## src/rtl/mc_ctrl_pkg.sv

```systemverilog
// mc_ctrl_pkg: state, opcode and datapath-select encodings shared by the
// multi-cycle controller and its datapath.
package mc_ctrl_pkg;

  localparam logic [3:0] S_FETCH  = 4'd0;
  localparam logic [3:0] S_DECODE = 4'd1;
  localparam logic [3:0] S_MEMADR = 4'd2;
  localparam logic [3:0] S_MEMRD  = 4'd3;
  localparam logic [3:0] S_MEMWB  = 4'd4;
  localparam logic [3:0] S_MEMWR  = 4'd5;
  localparam logic [3:0] S_EXECR  = 4'd6;
  localparam logic [3:0] S_EXECI  = 4'd7;
  localparam logic [3:0] S_ALUWB  = 4'd8;
  localparam logic [3:0] S_BRANCH = 4'd9;
  localparam logic [3:0] S_JAL    = 4'd10;
  localparam logic [3:0] S_LUI    = 4'd11;
  localparam logic [3:0] S_HALT   = 4'd12;

  localparam logic [6:0] OP_LW  = 7'b0000011;
  localparam logic [6:0] OP_SW  = 7'b0100011;
  localparam logic [6:0] OP_R   = 7'b0110011;
  localparam logic [6:0] OP_I   = 7'b0010011;
  localparam logic [6:0] OP_BEQ = 7'b1100011;
  localparam logic [6:0] OP_JAL = 7'b1101111;
  localparam logic [6:0] OP_LUI = 7'b0110111;

  localparam logic [1:0] SA_PC    = 2'b00;
  localparam logic [1:0] SA_OLDPC = 2'b01;
  localparam logic [1:0] SA_RS1   = 2'b10;

  localparam logic [1:0] SB_RS2  = 2'b00;
  localparam logic [1:0] SB_IMM  = 2'b01;
  localparam logic [1:0] SB_FOUR = 2'b10;

  localparam logic [2:0] IMM_I = 3'b000;
  localparam logic [2:0] IMM_S = 3'b001;
  localparam logic [2:0] IMM_B = 3'b010;
  localparam logic [2:0] IMM_J = 3'b011;
  localparam logic [2:0] IMM_U = 3'b100;

  localparam logic [1:0] RES_ALUOUT = 2'b00;
  localparam logic [1:0] RES_RDATA  = 2'b01;
  localparam logic [1:0] RES_ALU    = 2'b10;
  localparam logic [1:0] RES_UIMM   = 2'b11;

  typedef enum logic [1:0] {
    ALUOP_ADD = 2'b00,
    ALUOP_SUB = 2'b01,
    ALUOP_R   = 2'b10,
    ALUOP_I   = 2'b11
  } aluop_t;

  typedef struct packed {
    logic       pcwrite;
    logic       pcsrc;
    logic       adrsrc;
    logic       memread;
    logic       memwrite;
    logic       irwrite;
    logic       regwrite;
    logic [1:0] alusrca;
    logic [1:0] alusrcb;
    logic [2:0] immsrc;
    logic [1:0] resultsrc;
    aluop_t     aluop;
    logic       halted;
  } ctl_t;

  // Dispatch out of DECODE; anything outside the supported subset parks in HALT.
  function automatic logic [3:0] decode_next(input logic [6:0] op);
    return (op == OP_LW || op == OP_SW) ? S_MEMADR :
           (op == OP_R)   ? S_EXECR  :
           (op == OP_I)   ? S_EXECI  :
           (op == OP_BEQ) ? S_BRANCH :
           (op == OP_JAL) ? S_JAL    :
           (op == OP_LUI) ? S_LUI    : S_HALT;
  endfunction

endpackage

```

## src/rtl/mc_ctrl_aludec.sv

```systemverilog
// mc_ctrl_aludec: maps the controller's 2-bit aluop and the instruction
// funct fields onto the 4-bit ALU operation code.
module mc_ctrl_aludec
  import mc_ctrl_pkg::*;
(
  input  aluop_t     aluop_i,
  input  logic [2:0] funct3_i,
  input  logic       funct7b5_i,
  output logic [3:0] alucontrol_o
);

  always_comb begin
    alucontrol_o = (aluop_i == ALUOP_SUB) ? 4'b1000 :
                   (aluop_i == ALUOP_R)   ? {funct7b5_i, funct3_i} :
                   (aluop_i == ALUOP_I)   ? {1'b0, funct3_i} : 4'b0000;
  end

endmodule

```

## src/rtl/mc_ctrl.sv

```systemverilog
// mc_ctrl: Moore FSM sequencing one RV32 instruction at a time through a
// shared-ALU, single-memory-port datapath with a ready handshake on memory.
module mc_ctrl
  import mc_ctrl_pkg::*;
(
  input  logic       clk,
  input  logic       rst_n,
  input  logic [6:0] op_i,
  input  logic [2:0] funct3_i,
  input  logic [6:0] funct7_i,
  input  logic       zero_i,
  input  logic       mem_ready_i,
  output logic       pcwrite_o,
  output logic       pcsrc_o,
  output logic       adrsrc_o,
  output logic       memread_o,
  output logic       memwrite_o,
  output logic       irwrite_o,
  output logic       regwrite_o,
  output logic [1:0] alusrca_o,
  output logic [1:0] alusrcb_o,
  output logic [2:0] immsrc_o,
  output logic [1:0] resultsrc_o,
  output logic [3:0] alucontrol_o,
  output logic       halted_o,
  output logic [3:0] state_o
);

  logic [3:0] state_q, state_d;
  ctl_t       ctl;
  logic [5:0] unused_f7;

  assign unused_f7 = {funct7_i[6], funct7_i[4:0]};

  always_ff @(posedge clk or negedge rst_n) begin
    if (!rst_n) state_q <= S_FETCH;
    else        state_q <= state_d;
  end

  always_comb begin
    state_d = state_q;
    case (state_q)
      S_FETCH:  state_d = mem_ready_i ? S_DECODE : S_FETCH;
      S_DECODE: state_d = decode_next(op_i);
      S_MEMADR: state_d = (op_i == OP_SW) ? S_MEMWR : S_MEMRD;
      S_MEMRD:  state_d = mem_ready_i ? S_MEMWB : S_MEMRD;
      S_MEMWR:  state_d = mem_ready_i ? S_FETCH : S_MEMWR;
      S_EXECR, S_EXECI: state_d = S_ALUWB;
      S_MEMWB, S_ALUWB, S_BRANCH, S_JAL, S_LUI: state_d = S_FETCH;
      S_HALT:   state_d = S_HALT;
      default:  state_d = S_FETCH;
    endcase
  end

  always_comb begin
    ctl = '0;
    case (state_q)
      S_FETCH: begin
        ctl.adrsrc    = 1'b0;
        ctl.memread   = 1'b1;
        ctl.alusrca   = SA_PC;
        ctl.alusrcb   = SB_FOUR;
        ctl.aluop     = ALUOP_ADD;
        ctl.resultsrc = RES_ALU;
        ctl.pcsrc     = 1'b0;
        ctl.irwrite   = mem_ready_i;
        ctl.pcwrite   = mem_ready_i;
      end
      S_DECODE: begin
        ctl.alusrca = SA_OLDPC;
        ctl.alusrcb = SB_IMM;
        ctl.aluop   = ALUOP_ADD;
        ctl.immsrc  = (op_i == OP_JAL) ? IMM_J : IMM_B;
      end
      S_MEMADR: begin
        ctl.alusrca = SA_RS1;
        ctl.alusrcb = SB_IMM;
        ctl.aluop   = ALUOP_ADD;
        ctl.immsrc  = (op_i == OP_SW) ? IMM_S : IMM_I;
      end
      S_MEMRD: begin
        ctl.adrsrc  = 1'b1;
        ctl.memread = 1'b1;
      end
      S_MEMWB: begin
        ctl.resultsrc = RES_RDATA;
        ctl.regwrite  = 1'b1;
      end
      S_MEMWR: begin
        ctl.adrsrc   = 1'b1;
        ctl.memwrite = 1'b1;
      end
      S_EXECR: begin
        ctl.alusrca = SA_RS1;
        ctl.alusrcb = SB_RS2;
        ctl.aluop   = ALUOP_R;
      end
      S_EXECI: begin
        ctl.alusrca = SA_RS1;
        ctl.alusrcb = SB_IMM;
        ctl.aluop   = ALUOP_I;
        ctl.immsrc  = IMM_I;
      end
      S_ALUWB: begin
        ctl.resultsrc = RES_ALUOUT;
        ctl.regwrite  = 1'b1;
      end
      S_BRANCH: begin
        ctl.alusrca = SA_RS1;
        ctl.alusrcb = SB_RS2;
        ctl.aluop   = ALUOP_SUB;
        ctl.pcsrc   = 1'b1;
        ctl.pcwrite = zero_i;
      end
      S_JAL: begin
        ctl.alusrca   = SA_OLDPC;
        ctl.alusrcb   = SB_FOUR;
        ctl.aluop     = ALUOP_ADD;
        ctl.resultsrc = RES_ALU;
        ctl.regwrite  = 1'b1;
        ctl.pcsrc     = 1'b1;
        ctl.pcwrite   = 1'b1;
      end
      S_LUI: begin
        ctl.resultsrc = RES_UIMM;
        ctl.immsrc    = IMM_U;
        ctl.regwrite  = 1'b1;
      end
      S_HALT:  ctl.halted = 1'b1;
      default: ;
    endcase
  end

  mc_ctrl_aludec u_aludec (
    .aluop_i      (ctl.aluop),
    .funct3_i     (funct3_i),
    .funct7b5_i   (funct7_i[5]),
    .alucontrol_o (alucontrol_o)
  );

  // Strobes are gated by reset directly so a held-off access drops in the same cycle.
  assign pcwrite_o   = rst_n & ctl.pcwrite;
  assign irwrite_o   = rst_n & ctl.irwrite;
  assign regwrite_o  = rst_n & ctl.regwrite;
  assign memread_o   = rst_n & ctl.memread;
  assign memwrite_o  = rst_n & ctl.memwrite;
  assign pcsrc_o     = ctl.pcsrc;
  assign adrsrc_o    = ctl.adrsrc;
  assign alusrca_o   = ctl.alusrca;
  assign alusrcb_o   = ctl.alusrcb;
  assign immsrc_o    = ctl.immsrc;
  assign resultsrc_o = ctl.resultsrc;
  assign halted_o    = ctl.halted;
  assign state_o     = state_q;

endmodule

```

## config.mk

```make
export PLATFORM = sky130hd
export DESIGN_NAME = mc_ctrl
export DESIGN_NICKNAME = d
export VERILOG_FILES = /design/src/rtl/mc_ctrl_pkg.sv /design/src/rtl/mc_ctrl_aludec.sv /design/src/rtl/mc_ctrl.sv
export SDC_FILE = /design/constraint.sdc
export NUM_CORES = 1
export LEC_CHECK = 0
export BUFFER_PORTS_ARGS = -buffer_cell sky130_fd_sc_hd__buf_2
export CORE_MARGIN = 1.5
export CORE_UTILIZATION = 40
export CTS_CLUSTER_SIZE = 24
export DETAILED_ROUTE_END_ITERATION = 10
export PLACE_DENSITY_LB_ADDON = 0.08
export SLEW_MARGIN = 5
export SYNTH_ARGS = -nofsm -noshare
export SYNTH_HDL_FRONTEND = slang
export SYNTH_SLANG_ARGS = --single-unit
```

## constraint.sdc

```tcl
create_clock -name clk -period 1.7 [get_ports clk]
set_input_delay 0 -clock clk [delete_from_list [all_inputs] [get_ports clk]]
set_output_delay 0 -clock clk [all_outputs]
set_load 0.05 [all_outputs]
```

Yosys cells after proc, flatten, opt, wreduce, memory -nomap -nowiden
Index checks and enable logic that the tools add are counted.
{"block": "classes", "eq_ne": 22, "muxes": 27, "bitwise": 5, "reduce_logical": 9}
{"cell": "$pmux W4 S7", "count": 1}
{"cell": "$eq A7 B6 Y1 const B", "count": 3}
{"cell": "$mux W3", "count": 7}
{"cell": "$eq A4 B4 Y1 const B", "count": 5}
{"cell": "$mux W4", "count": 5}
{"cell": "$pmux W4 S5", "count": 1}
{"cell": "$pmux W2 S3", "count": 3}
{"cell": "$eq A4 B3 Y1 const B", "count": 4}
{"cell": "$eq A7 B7 Y1 const B", "count": 2}
{"cell": "$reduce_or A2 Y1", "count": 6}
{"cell": "$mux W1", "count": 9}
{"cell": "$pmux W3 S3", "count": 1}
{"cell": "$eq A4 B2 Y1 const B", "count": 2}
{"cell": "$eq A7 B2 Y1 const B", "count": 1}
{"cell": "$eq A7 B5 Y1 const B", "count": 1}
{"cell": "$and A1 B1 Y1", "count": 5}
{"cell": "$eq A2 B2 Y1 const B", "count": 2}
{"cell": "$eq A4 B1 Y1 const B", "count": 1}
{"cell": "$logic_not A4 Y1", "count": 1}
{"cell": "$reduce_or A4 Y1", "count": 1}
{"cell": "$eq A2 B1 Y1 const B", "count": 1}
{"cell": "$logic_or A1 B1 Y1", "count": 1}
{"block": "word_totals", "regBits": 4, "inputBits": 21, "out_inout_bits": 25, "elab_cells": 64}

Longest topological paths before layout
Gate-level depths: netlist of run 1.
{"block": "logic_depth", "depth_word": 8, "ltp_mapped": 6, "mapped_depth_nobuf": 4}

Cells and area by module
From an unflattened synthesis of run 1, not the netlist that was laid out.
{"block": "unflattened", "cells_unflattened": 106, "area_unflattened_um2": 719.4}
{"mod": "mc_ctrl", "n_inst": 1, "cells_per_inst": 100, "area_each_um2": 680.7, "seq_area_each_um2": 100.1}
{"mod": "mc_ctrl_aludec", "n_inst": 1, "cells_per_inst": 6, "area_each_um2": 38.8, "seq_area_each_um2": 0.0}

Worst setup path after synthesis of run 1
No wires, ideal clock.
{"block": "synth_timing", "path_type": "register to output", "from": "register state_q[1], in the netlist state_o[1]", "to": "output port resultsrc_o[1]", "arrival_ps": 3002, "required_ps": 1700, "slack_ps": -1302, "path_stages_with_launch": 5, "path_buffers": 1, "path_cell_list": "dfrtp_1 > clkbuf_1 > nor2b_1 > nor4_1 > or2_2"}
{"block": "synth_between", "elab_chain_len": 3, "elab_cells_between_ends": 6, "cone_classes": "eq/ne: 3; mux: 1; reduce/logical: 2"}
{"element": "start: declaration", "line_no": "mc_ctrl.sv:29", "rtl": "logic [3:0] state_q, state_d;"}
{"element": "start signal: assignment", "line_no": "mc_ctrl.sv:37", "rtl": "else state_q <= state_d;"}
{"element": "$eq A4 B4 Y1 / $logic_not A4 Y1 (equally long branches)", "line_no": "mc_ctrl.sv:57", "rtl": "case (state_q)"}
{"element": "$reduce_or A2 Y1 (no source line)"}
{"element": "$pmux W2 S3 *", "line_no": "mc_ctrl.sv:57"}
{"element": "end: declaration", "line_no": "mc_ctrl.sv:23", "rtl": "output logic [1:0] resultsrc_o,"}
Every way passes the cells marked *; elsewhere a longest branch is shown, timed or not.

Worst setup path in the final report of run 1
{"block": "layout_timing", "from": "register state_q[1], in the netlist state_o[1]", "to": "register state_q[2], in the netlist state_o[2]"}
{"block": "layout_between", "elab_chain_len": 3, "elab_cells_between_ends": 10, "cone_classes": "eq/ne: 7; mux: 1; reduce/logical: 2"}
{"element": "$eq A4 B3 Y1", "line_no": "mc_ctrl.sv:42", "rtl": "case (state_q)"}
{"element": "$reduce_or A2 Y1", "line_no": "mc_ctrl.sv:42"}
{"element": "$pmux W4 S7 *", "line_no": "mc_ctrl.sv:42"}
{"element": "via state_d[2]", "line_no": "mc_ctrl.sv:29"}
Mark *: on every way through the listed nets, which the timed path passes. The rest lies on a longest branch.

==> flow_metrics.py, run 1 <==
metrics = {
    "outcome": {
        "status": "completed",
    },
    "grt": {
        "grt.total_usage_pct": 25.51,
        "grt_pass1_wl_um": 3684,
        "antenna_found_initial": 0,
        "grt_overflow": 0,
        "grt_max_degree": 23,
        "grt_pass1_vias": 828,
    },
    "cells_and_area": {
        "final_cell_mix": "buf_2 (34), buf_4 (12), nand2b_1 (8)",
        "diodes": 0,
        "largest_reg_flops": 4,
        "final_common_cell": "buf_2",
        "drive_gt1_share_pct": 55.86,
        "fin_util_pct": 75.86,
        "final_nets": 168,
        "syn_to_final_growth_pct": 73.68,
        "final_cells": 161,
    },
    "setup_path": {
        "cp_top_family": "simple AND/OR/NAND/NOR gates",
        "critPathMaxFanout": 4,
        "cpPeakStageDelay_ns": 0.60,
        "cp_slowest_cell": "or4b_4",
        "path_cells": "or4b_4 > o21ba_4 > inv_2 > o311ai_2",
        "cp.arrival_ns": 1.81,
        "start_kind": "flop",
        "setup.worst_path.end_class": "flop",
        "critical_path_class": "reg2reg",
        "path_buf_inv": 1,
        "worstPathRequired_ns": 1.82,
    },
    "pwr": {
        "leakage_nw": 0.5388,
        "power.net_switching_mw": 1.173,
        "pwr-share-seq_pct": 7.9,
        "internal_power_mw": 0.7511,
        "ir_worst_vdd_uv": 1194,
        "powerDensity_mw_per_mm2": 1665,
        "power_mw": 1.925,
        "comb_power_share_pct": 85.9,
        "switching_share_pct": 60.97,
        "pwr-share-clk_pct": 6.3,
    },
    "job": {
        "cap_violations": 0,
    },
    "clock_network": {
        "clk_pin_slew_worst_paths_ns": 0.04,
        "htree_levels": 1,
        "cts_buffers": 3,
        "clk_latency_ns": 0.24,
        "cts_tree": "yes",
        "cts.sinks": 4,
        "root_buffer": "clkbuf_4",
        "cts_buffer_depth": 2,
    },
    "synth": {
        "synth_cell_types": 37,
        "synth_nets": 120,
        "synth.top_cells.by_area": "dfrtp_1 (15%), nand2b_1 (7.5%), a21oi_1 (6.0%)",
        "synth_area_um2": 665.6,
        "yosys.area.top_type": "dfrtp_1",
        "yosysSeqAreaShare_pct": 15.04,
        "ys_warn_count": 0,
        "synthCells": 99,
        "synth.avg_cell_area_um2": 6.724,
        "yosys_register_bits": 4,
        "synth_top_area_share_pct": 15.04,
    },
    "die": {
        "die-area_mm2": 0.001918,
        "rows": 14,
        "start_util_pct": 43.68,
        "core_area_mm2": 0.001524,
        "die_w_um": 43.80,
        "ioPinCount": 46,
        "die_y_um": 43.80,
    },
    "place": {
        "placed_cells": 157,
        "port-buffer-count": 39,
        "dp_hpwl_um": 1757,
        "place.gp.congestion": 0.8104,
    },
    "sta": {
        "slew_headroom_pct": 79.91,
        "fmax_mhz": 591.8,
        "clock_skew_ns": 0.002125,
        "fin_crit_ns": 1.690,
        "setup_viol": 0,
        "finalHoldViolCount": 0,
        "whs_ns": 0.1079,
        "slew_viol_final": 0,
        "fin_crit_sh_pct": 99.40,
        "max_slew.worst_pin.slew_ns": 0.3013,
    },
    "routing": {
        "firstDrtPassIters": 5,
        "via_per_inst": 5.913,
        "drtIter0Drc": 33,
        "vias": 952,
        "ant_nets": 0,
        "post_drt_wl_per_cell_um": 14.53,
        "routed_wl_um": 2340,
        "drc": 0,
    },
    "min_path": {
        "hold_class": "in2reg",
    },
}
[stage by stage]
stage,instance area [um^2],setup slack (ns),setup TNS [ns]
after floorplan,845.8,-0.1658,-0.1825
after global placement,1087,0.1034,0
after detailed placement,1087,0.04054,0
after CTS,1135,0.004874,0
after global routing,1156,-0.02281,-0.03050
final,1156,0.01028,0
[per-layer routing]
metal | up-vias | share of wire [%] | GRT usage [%]
met3 | 6 | 7.5 | 2.500
met2 | 46 | 51 | 42.65
met5 | - | 0 | 0
li1 | 455 | - | -
met4 | 0 | 1.5 | 9.697
met1 | 445 | 40 | 33.67
[worst reg2reg max path, delay by kind of cell (launching register included)]
kind | cells | cell delay, ns
AND/OR/NAND/NOR | 1 | 0.60
AO/OA/AOI/OAI | 2 | 0.53
flip-flops | 1 | 0.41
buffers and inverters | 1 | 0.04
[cell families (layout without fill, tap and decap cells)]
| family | Yosys count | in the layout | synth area share (%) |
|---|---|---|---|
| buf+inv | 14 | 60 | 8.269 |
| compound gates | 23 | 23 | 24.25 |
| flops | 4 | 4 | 15.04 |
| xor+xnor | 2 | 2 | 2.632 |
| simple gates | 56 | 56 | 49.82 |
[cell usage after synthesis (all sizes together)]
cell / number
or3b: 3
o32a: 1
clkbuf: 4
nor4: 2
nand2b: 8
o22ai: 1
nand2: 7
nor3: 4
or2: 1
o31ai: 2
nand4b: 1
dfrtp: 4
a21oi: 8
and4b: 1
nor3b: 1
or4b: 1
nand4: 1
o21ba: 1
o32ai: 2
o21ai: 4
buf: 3
nand4bb: 1
nor2: 10
nor2b: 6
nand3: 2
nand3b: 3
xnor2: 2
a22oi: 1
and3: 4
inv: 6
a31oi: 2
clkinv: 1
o311ai: 1
[power by group through the flow]
stage	combinational [mW]	clock, mW	sequential, mW
floorplan	1.18	0	0.263
global placement	1.56	0	0.150
detailed placement	1.59	0	0.152
CTS	1.61	0.123	0.151
global route	1.74	0.124	0.157
finish	1.65	0.121	0.152
[what timing repair did]
action,4_1_cts,5_1_grt
hold endpoints to repair,4,0
buffers inserted,0,0
hold buffers,1,0
resized for setup,5,8
pin swaps,1,4
setup endpoints to repair,3,5
gates cloned,0,0
[cell type report]
| cell class | instances | area (um^2) |
|---|---|---|
| multi-input cells | 81 | 673.1 |
| fillers | 129 | 367.9 |
| repair buffers | 50 | 304.0 |
| flip-flops and latches | 4 | 105.1 |
| inverters | 7 | 31.28 |
| clock buffers | 3 | 22.52 |
| well taps | 16 | 20.02 |
[path summary, 6_finish.rpt]
| path | from | endpoint | slack [ns] | depth (start not counted) |
|---|---|---|---|---|
| max | state_o[1] | state_o[2] | 0.01 | 4 |
| min | op_i[0] | state_o[0] | 0.11 | 3 |
| max reg2reg | state_o[1] | state_o[2] | 0.01 | 4 |
| min reg2reg | state_o[3] | state_o[0] | 0.52 | 1 |
| max in group asynchronous | rst_n | state_o[1] | 1.41 | 2 |
| min in group asynchronous | rst_n | state_o[2] | 0.14 | 2 |
Note: power is estimated with default switching activity, not from simulation.
==> run 2: changes to the inputs <==
--- a/config.mk
+++ b/config.mk
@@ -10,7 +10,7 @@
 export CORE_UTILIZATION = 40
 export CTS_CLUSTER_SIZE = 24
 export DETAILED_ROUTE_END_ITERATION = 10
-export PLACE_DENSITY_LB_ADDON = 0.08
+export PLACE_DENSITY = 0.87
 export SLEW_MARGIN = 5
 export SYNTH_ARGS = -nofsm -noshare
 export SYNTH_HDL_FRONTEND = slang
==> flow_metrics.py, run 2 (same netlist as run 1, synthesis figures left out) <==
metrics = {
    "outcome": {
        "status": "finished, violations left",
        "failed_checks": "setup timing",
    },
    "grt": {
        "grt_pass1_vias": 861,
        "antenna_found_initial": 0,
        "grt_max_degree": 23,
        "grt.total_usage_pct": 26.32,
        "grt_pass1_wl_um": 3836,
        "grt_overflow": 0,
    },
    "clock_network": {
        "htree_levels": 1,
        "cts_buffers": 3,
        "cts.sinks": 4,
        "cts_tree": "yes",
        "root_buffer": "clkbuf_4",
        "cts_buffer_depth": 2,
        "clk_latency_ns": 0.25,
        "clk_pin_slew_worst_paths_ns": 0.04,
    },
    "sta": {
        "fmax_mhz": 563.6,
        "setup_viol": 3,
        "fin_crit_ns": 1.774,
        "slew_viol_final": 0,
        "worst_slack_ns": -0.07417,
        "finalHoldViolCount": 0,
        "rsz0062_at_grt": "yes",
        "fin_crit_sh_pct": 104.4,
        "fin_tns_setup_ns": -0.1124,
        "clock_skew_ns": 0.002744,
        "whs_ns": 0.1171,
        "max_slew.worst_pin.slew_ns": 0.2975,
        "slew_headroom_pct": 80.02,
    },
    "cells_and_area": {
        "multi_input_area_um2": 710.7,
        "final_common_cell": "buf_2",
        "final_cell_mix": "buf_2 (29), buf_4 (9)",
        "largest_reg_flops": 4,
        "drive_gt1_share_pct": 61.74,
        "syn_to_final_growth_pct": 93.23,
        "diodes": 0,
        "regArea_um2": 105.1,
        "final_cells": 165,
        "final_area_mm2": 0.001286,
        "fill_cells": 80,
        "final_nets": 172,
        "fin_util_pct": 84.40,
    },
    "setup_path": {
        "startpoint": "state_o[1]",
        "critical_path_class": "reg2reg",
        "start_kind": "flop",
        "setup.worst_path.end_class": "flop",
        "cp.arrival_ns": 1.91,
        "worstPathRequired_ns": 1.84,
        "r2r-start": "state_o[1]",
        "critPathMaxFanout": 5,
    },
    "pwr": {
        "ir_worst_vdd_uv": 848.8,
        "powerDensity_mw_per_mm2": 1647,
        "power_mw": 2.118,
        "leakage_nw": 0.5799,
    },
    "place": {
        "port-buffer-count": 39,
        "pre_cts_ws_ns": 0.06944,
        "placed_cells": 154,
        "dp_hpwl_um": 1668,
        "placed_cell_area_mm2": 0.001065,
        "place.gp.congestion": 0.7834,
    },
    "routing": {
        "routed_wl_um": 2852,
        "ant_nets": 0,
        "post_drt_wl_per_cell_um": 17.28,
        "firstDrtPassIters": 4,
        "drtIter0Drc": 25,
        "drc": 0,
        "vias": 997,
        "via_per_inst": 6.042,
    },
    "die": {
        "die-area_mm2": 0.001918,
        "rows": 14,
        "ioPinCount": 46,
        "start_util_pct": 43.68,
        "core_area_mm2": 0.001524,
        "die_y_um": 43.80,
        "die_w_um": 43.80,
    },
    "job": {
        "cap_violations": 0,
    },
    "min_path": {
        "hold_class": "in2async",
    },
}
[run 2: worst paths after layout]
kind / end / slack, ns / cells past startpoint
max in group asynchronous: state_o[0] / 1.42 / 2
min in group clk: state_o[1] / 0.12 / 4
worst min-delay path: state_o[2] / 0.12 / 2
worst min register to register: state_o[0] / 0.74 / 3
worst max register to register: state_o[0] / -0.07 / 5
worst max-delay path: state_o[0] / -0.07 / 5
[run 2: what timing repair did]
action / CTS / global route
cloned: 0 / 1
endpoints found under the setup margin: 6 / 8
gates resized for setup: 10 / 26
hold endpoints to repair: 4 / 0
hold buffers: 1 / 0
buffers inserted: 1 / 5
pin swaps: 1 / 9
[run 2: layer usage]
layer,vias up,track usage (%),part of all wire (%)
met1,508,33.50,43
li1,458,-,-
met4,0,12.12,1.3
met5,-,0,0
met3,5,3.333,3.0
met2,26,43.82,53
[run 2: worst max-delay path, stage by stage (launching register included)]
cell and delay (ns):
dfrtp_2 0.45, or4b_4 0.61, buf_6 0.15, clkinv_4 0.04, nand4b_1 0.12, o32ai_2 0.30
[run 2: where the power goes]
group	leakage (nW)	internal, mW	switching (mW)
logic	0.519	0.654	1.18
clock network	0.0138	0.0795	0.0468
registers	0.0472	0.131	0.0315
[run 2: cell type report]
type | count | share of cell area (%)
Tap cell | 16 | 1.556
Inverter | 7 | 2.432
Clock buffer | 3 | 1.751
Multi-Input combinational cell | 81 | 55.25
Timing Repair Buffer | 54 | 30.84
Sequential cell | 4 | 8.171
